`src/rtl/burst_ram_arbiter_pkg.sv`:
```
// -----------------------------------------------------------------------------
// burst_ram_arbiter_pkg
// Shared definitions for the BurstRAM request/grant arbiter:
//   - BurstRAM command encodings (CMD_READ / CMD_WRITE)
//   - arbiter state encoding (IDLE, GRANT, READ, WRITE, DRAIN)
//   - round-robin pick helper
// -----------------------------------------------------------------------------
package burst_ram_arbiter_pkg;

  localparam logic CMD_READ  = 1'b0;
  localparam logic CMD_WRITE = 1'b1;

  typedef enum logic [2:0] {
    ST_IDLE  = 3'd0,
    ST_GRANT = 3'd1,
    ST_READ  = 3'd2,
    ST_WRITE = 3'd3,
    ST_DRAIN = 3'd4
  } arb_state_e;

  // Returns the winning requester index (0 = m0, 1 = m1). A lone requester
  // wins outright; on a tie the requester that did not own the RAM last wins.
  function automatic logic rr_pick(input logic req0, input logic req1,
                                   input logic rr_last);
    logic pick;
    if (req0 && req1) begin
      pick = ~rr_last;
    end else if (req1) begin
      pick = 1'b1;
    end else begin
      pick = 1'b0;
    end
    return pick;
  endfunction

endpackage

```
`src/rtl/burst_ram_arbiter.sv`:
```
// -----------------------------------------------------------------------------
// burst_ram_arbiter
// Shares one BurstRAM between two requesters (m0 = I-cache, m1 = D-cache).
// Round-robin request/grant; a grant covers exactly one burst command and is
// released automatically once the burst has finished and BurstRAM is idle.
//
// Ports
//   clk, rst_n              clock, asynchronous active-low reset
//   mN_req / mN_gnt         request in, registered grant out (N = 0,1)
//   mN_cmd, mN_cmd_en       command (0 read / 1 write) and its valid strobe
//   mN_addr, mN_wr_data     burst start address, write beat
//   mN_data_mask            byte mask, forwarded unchanged
//   mN_rd_data              BurstRAM read data, broadcast to both
//   mN_rd_data_ready        BurstRAM read strobe, only to the owner
//   mN_busy                 low only while owner may issue its command
//   br_*                    BurstRAM command side (owner mux) / response side
//   arb_err                 sticky watchdog revocation flag
//
// Optional feature: define BURST_ARB_WATCHDOG_EN to revoke a grant whose
// owner issues no command within WATCHDOG_CYCLES cycles. Without it the
// GRANT state waits indefinitely and arb_err is tied low.
// -----------------------------------------------------------------------------
module burst_ram_arbiter
  import burst_ram_arbiter_pkg::*;
#(
  parameter int DEPTH_BITWIDTH  = 4,
  parameter int BURST_COUNT     = 4,
  parameter int WATCHDOG_CYCLES = 64
) (
  input  logic                      clk,
  input  logic                      rst_n,
  input  logic                      m0_req,
  output logic                      m0_gnt,
  input  logic                      m0_cmd,
  input  logic                      m0_cmd_en,
  input  logic [DEPTH_BITWIDTH-1:0] m0_addr,
  input  logic [63:0]               m0_wr_data,
  input  logic [7:0]                m0_data_mask,
  output logic [63:0]               m0_rd_data,
  output logic                      m0_rd_data_ready,
  output logic                      m0_busy,
  input  logic                      m1_req,
  output logic                      m1_gnt,
  input  logic                      m1_cmd,
  input  logic                      m1_cmd_en,
  input  logic [DEPTH_BITWIDTH-1:0] m1_addr,
  input  logic [63:0]               m1_wr_data,
  input  logic [7:0]                m1_data_mask,
  output logic [63:0]               m1_rd_data,
  output logic                      m1_rd_data_ready,
  output logic                      m1_busy,
  output logic                      br_cmd,
  output logic                      br_cmd_en,
  output logic [DEPTH_BITWIDTH-1:0] br_addr,
  output logic [63:0]               br_wr_data,
  output logic [7:0]                br_data_mask,
  input  logic [63:0]               br_rd_data,
  input  logic                      br_rd_data_ready,
  input  logic                      br_busy,
  output logic                      arb_err
);

  // Burst length must be a power of two, at least 2; watchdog must be nonzero.
  if (BURST_COUNT < 2 || (BURST_COUNT & (BURST_COUNT - 1)) != 0 ||
      WATCHDOG_CYCLES < 1) begin : g_bad_param
    $error("burst_ram_arbiter: invalid BURST_COUNT or WATCHDOG_CYCLES");
  end

  // One extra bit so the read count can reach BURST_COUNT without wrapping.
  localparam int BEAT_W = $clog2(BURST_COUNT) + 1;
  localparam logic [BEAT_W-1:0] BEAT_ONE     = BEAT_W'(1);
  localparam logic [BEAT_W-1:0] BEAT_RD_LAST = BEAT_W'(BURST_COUNT);
  localparam logic [BEAT_W-1:0] BEAT_WR_LAST = BEAT_W'(BURST_COUNT - 1);

  arb_state_e          state_q, state_d;
  logic                owner_q, owner_d;
  logic                rr_last_q, rr_last_d;
  logic [1:0]          gnt_q, gnt_d;
  logic [BEAT_W-1:0]   beat_cnt_q, beat_cnt_d;
  logic                own_cmd_en_s;
  logic                own_cmd_s;
  logic                wd_expire_s;

  // Owner mux: command side always follows the current owner.
  assign own_cmd_en_s = owner_q ? m1_cmd_en    : m0_cmd_en;
  assign own_cmd_s    = owner_q ? m1_cmd       : m0_cmd;
  assign br_cmd       = own_cmd_s;
  assign br_addr      = owner_q ? m1_addr      : m0_addr;
  assign br_wr_data   = owner_q ? m1_wr_data   : m0_wr_data;
  assign br_data_mask = owner_q ? m1_data_mask : m0_data_mask;
  // Only the owner's strobe, and only while waiting for its command.
  assign br_cmd_en    = (state_q == ST_GRANT) && own_cmd_en_s;

  assign m0_gnt           = gnt_q[0];
  assign m1_gnt           = gnt_q[1];
  assign m0_rd_data       = br_rd_data;
  assign m1_rd_data       = br_rd_data;
  assign m0_rd_data_ready = br_rd_data_ready && gnt_q[0];
  assign m1_rd_data_ready = br_rd_data_ready && gnt_q[1];
  assign m0_busy          = !(gnt_q[0] && (state_q == ST_GRANT));
  assign m1_busy          = !(gnt_q[1] && (state_q == ST_GRANT));

  // Arbiter next-state: grant, command capture, beat counting, release.
  always_comb begin
    state_d    = state_q;
    owner_d    = owner_q;
    rr_last_d  = rr_last_q;
    gnt_d      = gnt_q;
    beat_cnt_d = beat_cnt_q;
    case (state_q)
      ST_IDLE: begin
        if (!br_busy && (m0_req || m1_req)) begin
          owner_d = rr_pick(m0_req, m1_req, rr_last_q);
          gnt_d   = owner_d ? 2'b10 : 2'b01;
          state_d = ST_GRANT;
        end else begin
          state_d = ST_IDLE;
        end
      end
      ST_GRANT: begin
        if (own_cmd_en_s) begin
          beat_cnt_d = {BEAT_W{1'b0}};
          state_d    = (own_cmd_s == CMD_WRITE) ? ST_WRITE : ST_READ;
        end else if (wd_expire_s) begin
          state_d   = ST_IDLE;
          gnt_d     = 2'b00;
          rr_last_d = owner_q;
        end else begin
          state_d = ST_GRANT;
        end
      end
      ST_READ: begin
        if (br_rd_data_ready) begin
          beat_cnt_d = beat_cnt_q + BEAT_ONE;
          state_d    = (beat_cnt_d == BEAT_RD_LAST) ? ST_DRAIN : ST_READ;
        end else begin
          state_d = ST_READ;
        end
      end
      ST_WRITE: begin
        // Beat 0 went out with cmd_en; each WRITE cycle carries the next beat.
        beat_cnt_d = beat_cnt_q + BEAT_ONE;
        state_d    = (beat_cnt_d == BEAT_WR_LAST) ? ST_DRAIN : ST_WRITE;
      end
      ST_DRAIN: begin
        if (!br_busy) begin
          state_d   = ST_IDLE;
          gnt_d     = 2'b00;
          rr_last_d = owner_q;
        end else begin
          state_d = ST_DRAIN;
        end
      end
      default: begin
        state_d = ST_IDLE;
        gnt_d   = 2'b00;
      end
    endcase
  end

  // Arbiter state registers.
  always_ff @(posedge clk or negedge rst_n) begin
    if (!rst_n) begin
      state_q    <= ST_IDLE;
      owner_q    <= 1'b0;
      rr_last_q  <= 1'b1;
      gnt_q      <= 2'b00;
      beat_cnt_q <= {BEAT_W{1'b0}};
    end else begin
      state_q    <= state_d;
      owner_q    <= owner_d;
      rr_last_q  <= rr_last_d;
      gnt_q      <= gnt_d;
      beat_cnt_q <= beat_cnt_d;
    end
  end

`ifdef BURST_ARB_WATCHDOG_EN
  localparam int WD_W = $clog2(WATCHDOG_CYCLES) + 1;
  localparam logic [WD_W-1:0] WD_LAST = WD_W'(WATCHDOG_CYCLES - 1);
  localparam logic [WD_W-1:0] WD_ONE  = WD_W'(1);

  logic [WD_W-1:0] wd_cnt_q, wd_cnt_d;
  logic            arb_err_q;

  // Watchdog counter: runs only while in GRANT, cleared everywhere else.
  always_comb begin
    wd_cnt_d = wd_cnt_q;
    if (state_q == ST_GRANT) begin
      wd_cnt_d = wd_cnt_q + WD_ONE;
    end else begin
      wd_cnt_d = {WD_W{1'b0}};
    end
  end

  assign wd_expire_s = (state_q == ST_GRANT) && !own_cmd_en_s &&
                       (wd_cnt_q == WD_LAST);

  // Watchdog counter and sticky error flag.
  always_ff @(posedge clk or negedge rst_n) begin
    if (!rst_n) begin
      wd_cnt_q  <= {WD_W{1'b0}};
      arb_err_q <= 1'b0;
    end else begin
      wd_cnt_q  <= wd_cnt_d;
      arb_err_q <= arb_err_q | wd_expire_s;
    end
  end

  assign arb_err = arb_err_q;
`else
  assign wd_expire_s = 1'b0;
  assign arb_err     = 1'b0;
`endif

endmodule
```
`config.mk`:
```
export PLATFORM = sky130hd
export DESIGN_NAME = burst_ram_arbiter
export DESIGN_NICKNAME = d
export VERILOG_FILES = /design/src/rtl/burst_ram_arbiter_pkg.sv /design/src/rtl/burst_ram_arbiter.sv
export SDC_FILE = /design/constraint.sdc
export NUM_CORES = 1
export LEC_CHECK = 0
export ABC_AREA = 1
export BUFFER_PORTS_ARGS = -buffer_cell sky130_fd_sc_hd__buf_2
export CAP_MARGIN = 20
export CELL_PAD_IN_SITES_DETAIL_PLACEMENT = 1
export CELL_PAD_IN_SITES_GLOBAL_PLACEMENT = 2
export CORE_AREA = 2 2 170 172
export DETAILED_ROUTE_END_ITERATION = 6
export DIE_AREA = 0 0 172 174
export PLACE_DENSITY = 0.8
export RECOVER_POWER = 100
export SLEW_MARGIN = 0
export SYNTH_ARGS = -nofsm -noshare
export SYNTH_HDL_FRONTEND = slang
export SYNTH_SLANG_ARGS = --single-unit
```
`constraint.sdc`:
```
create_clock -name clk -period 2 [get_ports clk]
set_input_delay 0.1 -clock clk [delete_from_list [all_inputs] [get_ports clk]]
set_output_delay 0.1 -clock clk [all_outputs]
set_load 0.05 [all_outputs]
```
==> run_results.csv, run 1 <==
group,metric,value,unit
run_status,status,"completed",
global_routing,grt_max_degree,80,
power,power_frac_comb,86.2,%
clocking,cts.root.buffer_cell,"clkbuf_16",
clocking,clk_pin_slew,0.04,ns
yosys,synth_fp_nets,695,
place,post-place-ws,0.499,ns
floorplanning,num_io_pins,439,
sta,setup_viol,0,
sta,skew,0.00136,ns
yosys,yosysSeqAreaShare,9.84,%
yosys,yosys_warnings,0,
routing,ant_nets,0,
sta,worst_pin_slew,0.595,ns
clocking,clock_path_buffers,2,
power,vdd_drop_max,0.000576,V
floorplanning,dieArea,0.0299,mm2
clocking,post_cts_resized,0,
setup_path,path_class,"flip-flop to output pin",
power,switching_share,71.7,%
setup_path,critPathArrivalTime,1.71,ns
yosys,syn_avg_cell_area,5.48,um2
yosys,synth_top_cell_by_area,"buf_4",
sta,worst_slack,0.189,ns
clocking,cts.sinks,10,
setup_path,cp-end-kind,"output pin",
power,clock_power_share,7.1,%
sta,fmax,552,MHz
clocking,insertion_delay,0.24,ns
floorplanning,rows,62,
power,seq_power_share,6.7,%
routing,avgViaCountPerCell,3.19,
place,dp_hpwl,9.65,mm
routing,drt_pass1_iterations,4,
routing,vias,3057,
yosys,synth_area,0.00255,mm2
routing,drc,0,
sta,tns,0,ns
setup_path,r2r-start,"owner_q$_DFFE_PN0N_",
floorplanning,die_x,172,um
sta,finalCriticalPeriod,1.81,ns
routing,drtIter0Drc,40,
finish,finish.instance_area,0.00333,mm2
global_routing,antenna_found_initial,2,
finish,drive_gt1_share,44.3,%
setup_path,worstSetupStartpoint,"owner_q$_DFFE_PN0N_",
global_routing,gr-total-overflow,0,
routing,wl_per_cell,11.7,um
finish,final_nets,803,
yosys,ys_ff_latch,10,
worst_hold_path,hp-start,"br_busy",
worst_hold_path,hp-class,"primary input to flip-flop",
clocking,cts_max_level,1,
setup_path,path_max_fanout,79,
global_routing,grt_usage,6.62,%
sta,slew_viol_final,0,
yosys,ys_types,22,
setup_path,worstSetupStartpointType,"flip-flop",
finish,n_antenna_cell,0,
yosys,synth.area.top_cells,"buf_4, nand2_1, dfrtp_1",
yosys,synthCells,466,
job,max_cap_violations,0,
floorplanning,coreArea,0.0282,mm2
place,io_buffers,245,
place,gp_congestion,0.756,
clocking,cts_setup_buffers,0,
finish,syn_to_final_growth,30.3,%
sta,grt_setup_unrepaired,"no",
power,switching_power,0.00407,W
clocking,numCtsBuffers,3,
global_routing,grt_pass1_vias,3041,
global_routing,grt_pass1_wl,15.3,mm
floorplanning,start_util,9.05,%
clocking,cts_tree,"done",
sta,max_slew_margin,60.5,%
floorplanning,die_y,174,um
finish,final_util,11.8,%
place,dpl-instance-area,0.00328,mm2
yosys,synth_top_area_share,39.1,%
sta,hold_viol,0,
power,power.internal,0.00161,W
power,power_density,1710,mW/mm2
routing,wl,11.2,mm
sta,finalCritPeriodShare,90.6,%
power,p_leak,2.06,nW
setup_path,critPathRequiredTime,1.90,ns
## kinds of logic (layout without fill, tap and decap cells)
kind of cell	Yosys count	count (layout)	synth area share [%]
other	1	1	0.147
adders and majority gates	3	3	1.47
and+or+nand+nor	290	290	44.0
DFF	10	10	9.84
buffers and inverters	157	264	43.3
AOI/OAI and AO/OA	5	5	1.22
## cells in the final DEF (no fill, tap or decap), types with 2 or more instances in the layout
cell,synthesis,final
clkbuf_1,5,6
buf_12,0,2
o21ai_0,1,2
nor2_1,11,12
buf_2,7,162
dfrtp_1,9,8
inv_1,7,7
inv_2,3,3
nand2_1,262,263
nand3_1,13,13
clkbuf_2,0,77
clkbuf_16,0,3
ha_1,3,3
## per-layer routing
metal | vias up | wire (um) | global-route usage, %
li1 | 1477 | - | -
met1 | 1290 | 3940 | 6.46
met2 | 222 | 5020 | 11.1
met3 | 64 | 1540 | 2.89
met4 | 4 | 664 | 4.41
met5 | - | 64 | 1.34
## through the flow
stage	hold WS [ns]	power [W]	std cells
after global placement	-0.0197	0.00540	952
after global routing	0.200	0.00609	957
final	0.182	0.00568	957
after CTS	0.177	0.00589	957
after floorplan	-0.196	0.00485	466
after detailed placement	-0.0223	0.00547	952
## area by class of cell
cell class / count / area, um2
fill: 3683 / 24900
inverter: 11 / 42.5
sequential: 10 / 255
clock buffer: 4 / 88.8
multi-input combinational: 299 / 1190
tap: 384 / 480
timing repair buffer: 249 / 1280
## worst max-delay path, cell delays in order, from the launching register on
cell	delay (ns)
dfrtp_4	0.49
clkinvlp_2	0.13
buf_12	0.30
nand2_1	0.11
nand2_1	0.10
clkbuf_2	0.28
## power by group through the flow
| stage | combinational [W] | sequential (W) | clock [W] |
|---|---|---|---|
| detailed placement | 0.00507 | 0.000393 | 0 |
| finish | 0.00489 | 0.000381 | 0.000405 |
| CTS | 0.00508 | 0.000390 | 0.000414 |
| floorplan | 0.00443 | 0.000418 | 0 |
| global route | 0.00527 | 0.000395 | 0.000426 |
| global placement | 0.00501 | 0.000391 | 0 |
## final timing paths
check                           cells after the start  slack [ns]               endpoint
max in group asynchronous                           2        1.20    owner_q$_DFFE_PN0N_
worst max register to register                      3        0.63    owner_q$_DFFE_PN0N_
worst min register to register                      2        0.47  rr_last_q$_DFFE_PN1P_
min in group asynchronous                           2        0.38   gnt_q[0]$_DFFE_PN0P_
worst min-delay path                                3        0.18   state_q[2]$_DFF_PN0_
worst max-delay path                                5        0.19         br_wr_data[50]
## sequential cells by signal (all words and copies together) (netlist names)
register	flops
beat_cnt_q	3
gnt_q	2
owner_q	1
rr_last_q	1
state_q	3
## cells in the mapped netlist (all sizes together)
cell,count
dfstp,1
a21boi,1
o21ai,4
nand3,13
nor2,12
ha,3
inv,11
conb,1
dfrtp,9
nor3,1
nand2,264
buf,141
clkbuf,5
## timing repair
action / 4_1_cts / 5_1_grt
endpoints found under the setup margin: 0 / 0
endpoints found under the hold margin: 10 / 0
hold buffers: 1 / 0
Power figures use the tool's default switching activity.
==> run 2, diff against run 1 <==
--- a/config.mk
+++ b/config.mk
@@ -11,10 +11,12 @@
 export CELL_PAD_IN_SITES_DETAIL_PLACEMENT = 1
 export CELL_PAD_IN_SITES_GLOBAL_PLACEMENT = 2
 export CORE_AREA = 2 2 170 172
+export CTS_BUF_LIST = sky130_fd_sc_hd__clkbuf_4
 export DETAILED_ROUTE_END_ITERATION = 6
 export DIE_AREA = 0 0 172 174
 export PLACE_DENSITY = 0.8
 export RECOVER_POWER = 100
+export REMOVE_ABC_BUFFERS = 1
 export SLEW_MARGIN = 0
 export SYNTH_ARGS = -nofsm -noshare
 export SYNTH_HDL_FRONTEND = slang
==> run 2 against run 1 <==
  * Wire length increased by 130%
  * Sequential power about the same
  * Core utilization hardly changed
  * Die area stayed put
  * Flip-flop and latch count unchanged
==> run_results.csv, run 2 (synthesized netlist as in run 1, its figures left out) <==
group,metric,value,unit
place,gp_congestion,0.901,
power,finalPower,0.00563,W
place,dpl-instance-area,0.00347,mm2
setup_path,path_cells,"buf_12 > nand2_1 > nand2_1 > clkbuf_1",
floorplanning,rows,62,
routing,vias,3398,
sta,slew_viol_final,0,
worst_hold_path,hp-class,"primary input to flip-flop",
setup_path,worstSetupStartpointType,"flip-flop",
finish,syn_to_final_growth,29.8,%
clocking,clk_pin_slew,0.08,ns
setup_path,critPathMaxStageDelay,0.46,ns
global_routing,grt_max_degree,79,
finish,drive_gt1_share,43.8,%
routing,ant_nets,0,
floorplanning,dieArea,0.0299,mm2
clocking,cts.sinks,10,
finish,most-common-layout-cells,"nand2_1, buf_2, clkbuf_2",
global_routing,grt_usage,16.5,%
finish,n_fill_cell,3658,
run_status,status,"completed",
routing,wl,26.1,mm
floorplanning,die_y,174,um
global_routing,grt_pass1_wl,32.1,mm
finish,finish.instance_area,0.00332,mm2
sta,finalCriticalPeriod,1.79,ns
clocking,numCtsBuffers,3,
sta,max_slew_margin,57.7,%
clocking,post_cts_resized,0,
power,switching_power,0.00420,W
sta,skew,0.00728,ns
sta,finalCritPeriodShare,89.5,%
global_routing,antenna_found_initial,10,
setup_path,crit_top_cell,"nand2_1",
routing,avgViaCountPerCell,3.52,
setup_path,crit_slowest_cell,"clkbuf_1",
finish,reg_top3,"beat_cnt_q (3), state_q (3), gnt_q (2)",
setup_path,path_class,"flip-flop to output pin",
finish,stdcell_count,964,
global_routing,grt_pass1_vias,3334,
routing,wl_per_cell,27.1,um
clocking,clock_path_buffers,2,
floorplanning,num_io_pins,439,
sta,grt_setup_unrepaired,"no",
power,power_density,1700,mW/mm2
worst_hold_path,hold_depth,3,
sta,tns,0,ns
floorplanning,start_util,9.05,%
power,vdd_drop_max,0.000574,V
place,dp_hpwl,24.0,mm
routing,drtIter0Drc,114,
sta,hold_viol,0,
power,clock_power_share,2.7,%
routing,drt_pass1_iterations,5,
setup_path,path_max_fanout,78,
power,switching_share,74.6,%
global_routing,gr-total-overflow,0,
setup_path,cp-end-kind,"output pin",
floorplanning,die_x,172,um
finish,final_nets,803,
sta,fmax,558,MHz
power,seq_power_share,6.8,%
place,dp_cells,952,
clocking,cts_max_level,1,
finish,final_common_cell,"nand2_1",
clocking,insertion_delay,0.28,ns
setup_path,r2r_cells,7,
sta,hold_ws,0.167,ns
clocking,cts_tree,"done",
power,p_leak,2.04,nW
clocking,cts.root.buffer_cell,"clkbuf_4",
sta,worst_pin_slew,0.634,ns
setup_path,rrSetupSlack,0.57,ns
sta,setup_viol,0,
floorplanning,coreArea,0.0282,mm2
power,power.internal,0.00143,W
power,power_frac_comb,90.5,%
setup_path,critPathRequiredTime,1.90,ns
setup_path,critPathArrivalTime,1.69,ns
routing,drc,0,
job,max_cap_violations,0,
place,io_buffers,245,
## run 2: final cells by class
cell class	count	area (um2)	share of cell area (%)
diodes	7	17.5	0.528
clock inverters	1	3.75	0.113
clock buffers	3	22.5	0.679
repair buffers	249	1300	39.3
multi-input cells	299	1190	35.9
inverters	11	43.8	1.32
flip-flops and latches	10	255	7.70
well taps	384	480	14.5
## run 2: path summary, 6_finish.rpt
check / startpoint / end
worst max-delay path: owner_q$_DFFE_PN0N_ / br_wr_data[37]
worst min-delay path: br_busy / state_q[2]$_DFF_PN0_
worst max register to register: owner_q$_DFFE_PN0N_ / beat_cnt_q[0]$_DFFE_PN0P_
worst min register to register: rr_last_q$_DFFE_PN1P_ / rr_last_q$_DFFE_PN1P_
max in group asynchronous: rst_n / owner_q$_DFFE_PN0N_
min in group asynchronous: rst_n / state_q[0]$_DFF_PN0_
## run 2: repair_timing
item | CTS | global route
hold endpoints to repair | 10 | 0
hold buffers | 1 | 0
setup buffers | 0 | 0
## run 2: power groups by stage
stage / clock network, W / registers (W) / logic, W
CTS: 0.000163 / 0.000388 / 0.00558
detailed placement: 0 / 0.000393 / 0.00556
global route: 0.000177 / 0.000397 / 0.00545
global placement: 0 / 0.000383 / 0.00552
finish: 0.000154 / 0.000384 / 0.00509
floorplan: 0 / 0.000557 / 0.00348
## run 2: metrics by stage
step / utilization (%) / setup slack [ns]
final: 11.7 / 0.209
after global routing: 11.7 / 0.0505
after CTS: 12.4 / 0.190
after detailed placement: 12.3 / 0.515
after global placement: 12.3 / 0.551
after floorplan: - / -0.673
## run 2: routing by layer
metal | global-route usage (%) | vias to the layer above | routed length (um)
li1 | - | 1493 | -
met1 | 11.9 | 1465 | 6810
met2 | 27.6 | 410 | 11900
met3 | 20.0 | 18 | 7010
met4 | 1.33 | 12 | 101
met5 | 6.52 | - | 249
## run 2: critical path, delay by kind of cell, from the launching register on
kind	cells	cell delay, ns
and+or+nand+nor	2	0.17
buffers and inverters	2	0.77
DFF	1	0.45
==> run 3, diff against run 2 <==
--- a/config.mk
+++ b/config.mk
@@ -10,10 +10,11 @@
 export CAP_MARGIN = 20
 export CELL_PAD_IN_SITES_DETAIL_PLACEMENT = 1
 export CELL_PAD_IN_SITES_GLOBAL_PLACEMENT = 2
-export CORE_AREA = 2 2 170 172
+export CORE_AREA = 2 2 173 175
 export CTS_BUF_LIST = sky130_fd_sc_hd__clkbuf_4
 export DETAILED_ROUTE_END_ITERATION = 6
-export DIE_AREA = 0 0 172 174
+export DIE_AREA = 0 0 175 177
+export GPL_ROUTABILITY_DRIVEN = 0
 export PLACE_DENSITY = 0.8
 export RECOVER_POWER = 100
 export REMOVE_ABC_BUFFERS = 1
==> constraint.sdc (replaced) <==
create_clock -name clk -period 1.5 [get_ports clk]
set_input_delay 0.075 -clock clk [delete_from_list [all_inputs] [get_ports clk]]
set_output_delay 0.075 -clock clk [all_outputs]
set_load 0.05 [all_outputs]
==> run 3 against run 2 <==
  * The run now ends with setup timing left
  * Combinational power increased by 96%
  * Via count increased by 4.6%
  * Non-clock buffer count grew 20
  * Hold slack got worse by 0.063 ns
  * Cell count rose by 3.2%
  * Clock-buffer cell count did not move
  * Largest cell class unchanged
  * Die area increased by 3.5%
  * Critical endpoint is now br_wr_data[50]
  * Cell area grew 37%
  * Largest power group unchanged
  * First-iteration DRC count rose by 7.0%
==> run_results.csv, run 3 (synthesized netlist as in run 1, its figures left out) <==
group,metric,value,unit
finish,final_nets,824,
setup_path,crit_top_cell,"buf_12",
global_routing,grt_max_degree,47,
clocking,cts.root.buffer_cell,"clkbuf_4",
floorplanning,rows,63,
routing,met2_length,13.3,mm
clocking,clock_path_buffers,2,
routing,drt_pass1_iterations,4,
setup_path,critPathTopFamily,"flip-flops",
sta,tns,-1.83,ns
setup_path,r2r-start,"owner_q$_DFFE_PN0N_",
routing,drtIter0Drc,122,
setup_path,critPathRequiredTime,1.42,ns
place,dp_hpwl,25.7,mm
worst_hold_path,hp-start,"br_busy",
setup_path,path_cells,"buf_12 > clkbuf_16 > nand2_1 > nand2_2 > buf_12",
setup_path,rrSetupSlack,0.09,ns
routing,wl_met1,7.99,mm
sta,worst_slack,-0.0794,ns
power,vdd_drop_max,0.000682,V
finish,drive_gt1_share,58.1,%
finish,reg_top3,"beat_cnt_q (3), state_q (3), gnt_q (2)",
global_routing,gr-total-overflow,0,
clocking,cts.sinks,10,
sta,max_slew_margin,60.4,%
floorplanning,die_x,175,um
floorplanning,start_util,8.74,%
finish,n_fill_cell,3592,
place,io_buffers,245,
power,p_leak,2.47,nW
routing,top_layer_used,"met5",
run_status,violations,"setup timing",
run_status,status,"complete, but fails checks",
setup_path,path_class,"flip-flop to output pin",
finish,final_common_cell,"nand2_1",
setup_path,path_max_fanout,6,
sta,hold_viol,0,
sta,grt_setup_unrepaired,"yes",
setup_path,crit_slowest_cell,"dfrtp_4",
global_routing,grt_pass1_wl,34.6,mm
place,post-place-ws,0.0831,ns
global_routing,grt_usage,17.3,%
finish,syn_to_final_growth,77.9,%
routing,ant_nets,0,
sta,skew,0.00945,ns
floorplanning,coreArea,0.0292,mm2
floorplanning,dieArea,0.0310,mm2
sta,setup_viol,68,
setup_path,r2r_cells,8,
sta,fmax,633,MHz
setup_path,reg2reg_to,"beat_cnt_q[1]$_DFFE_PN0P_",
routing,wl_per_cell,29.8,um
floorplanning,die_y,177,um
finish,stdcell_count,995,
finish,most-common-layout-cells,"nand2_1, buf_2, buf_6",
setup_path,critical_path_buf_inv_count,3,
routing,dr_wl_met3,7.80,mm
worst_hold_path,hold_depth,4,
setup_path,critPathMaxStageDelay,0.59,ns
clocking,cts_tree,"done",
setup_path,critPathArrivalTime,1.50,ns
routing,wl,29.6,mm
job,max_cap_violations,0,
worst_hold_path,hp-class,"primary input to flip-flop",
sta,finalCritPeriodShare,105,%
clocking,cts_max_level,1,
routing,avgViaCountPerCell,3.57,
place,dp_cells,962,
setup_path,cp-end-kind,"output pin",
clocking,clk_pin_slew,0.08,ns
power,power_density,2360,mW/mm2
clocking,numCtsBuffers,3,
clocking,insertion_delay,0.28,ns
worst_hold_path,hold_end,"rr_last_q$_DFFE_PN1P_",
global_routing,grt_pass1_vias,3374,
routing,drc,0,
sta,finalCriticalPeriod,1.58,ns
global_routing,antenna_found_initial,21,
setup_path,worstSetupStartpointType,"flip-flop",
sta,slew_viol_final,0,
floorplanning,num_io_pins,439,
routing,vias,3555,
sta,worst_pin_slew,0.594,ns
-- run 3: repair_timing --
item	CTS	global route
gates cloned	1	8
resized for setup	104	125
endpoints found under the setup margin	77	80
hold buffers	1	0
hold endpoints to repair	10	0
pin swaps	0	13
setup buffers	0	8
-- run 3: worst register-to-register path: stages (launching register included) --
cell     delay (ns)
dfrtp_4        0.59
buf_12         0.18
nand2_2        0.06
nand2_2        0.07
buf_4          0.15
nand2_4        0.06
nand2_2        0.07
nand2_1        0.07
nand2_1        0.05
-- run 3: power breakdown --
part,switching [W],internal [W]
logic,0.00626,0.00371
registers,0.000190,0.000386
clock network,0.000104,0.0000965
-- run 3: final cells by class --
| type | count | area, um2 | area share (%) |
|---|---|---|---|
| Timing Repair inverter | 1 | 11.3 | 0.248 |
| Inverter | 11 | 53.8 | 1.18 |
| Antenna cell | 11 | 27.5 | 0.606 |
| Tap cell | 390 | 488 | 10.7 |
| Clock inverter | 1 | 3.75 | 0.0826 |
| Timing Repair Buffer | 269 | 2250 | 49.5 |
| Clock buffer | 3 | 22.5 | 0.495 |
| Multi-Input combinational cell | 299 | 1430 | 31.5 |
| Sequential cell | 10 | 258 | 5.67 |
-- run 3: routing by layer --
layer,global-route usage (%),vias up
li1,-,1548
met5,8.65,-
met1,13.1,1495
met3,22.2,31
met2,27.6,461
met4,1.18,20
-- run 3: worst max path at each step --
stage	from	endpoint	slack [ns]	cells past startpoint
finish	owner_q$_DFFE_PN0N_	br_wr_data[50]	-0.08	5
global route	owner_q$_DFFE_PN0N_	br_wr_data[24]	-0.12	5
CTS	owner_q$_DFFE_PN0N_	br_cmd_en	-0.08	6
detailed placement	owner_q$_DFFE_PN0N_	br_wr_data[5]	0.08	5
global placement	owner_q$_DFFE_PN0N_	br_wr_data[5]	0.10	5
floorplan	owner_q$_DFFE_PN0N_	beat_cnt_q[0]$_DFFE_PN0P_	-1.17	7
-- run 3: through the flow --
step	utilization (%)	power (W)	cell area (um2)	hold slack (ns)
CTS	13.2	0.00924	3870	0.105
finish	15.5	0.0107	4550	0.104
global placement	12.0	0.00803	3510	-0.0430
floorplan	-	0.00539	1490	-0.221
global route	15.5	0.0113	4530	0.141
detailed placement	12.0	0.00810	3510	-0.0362
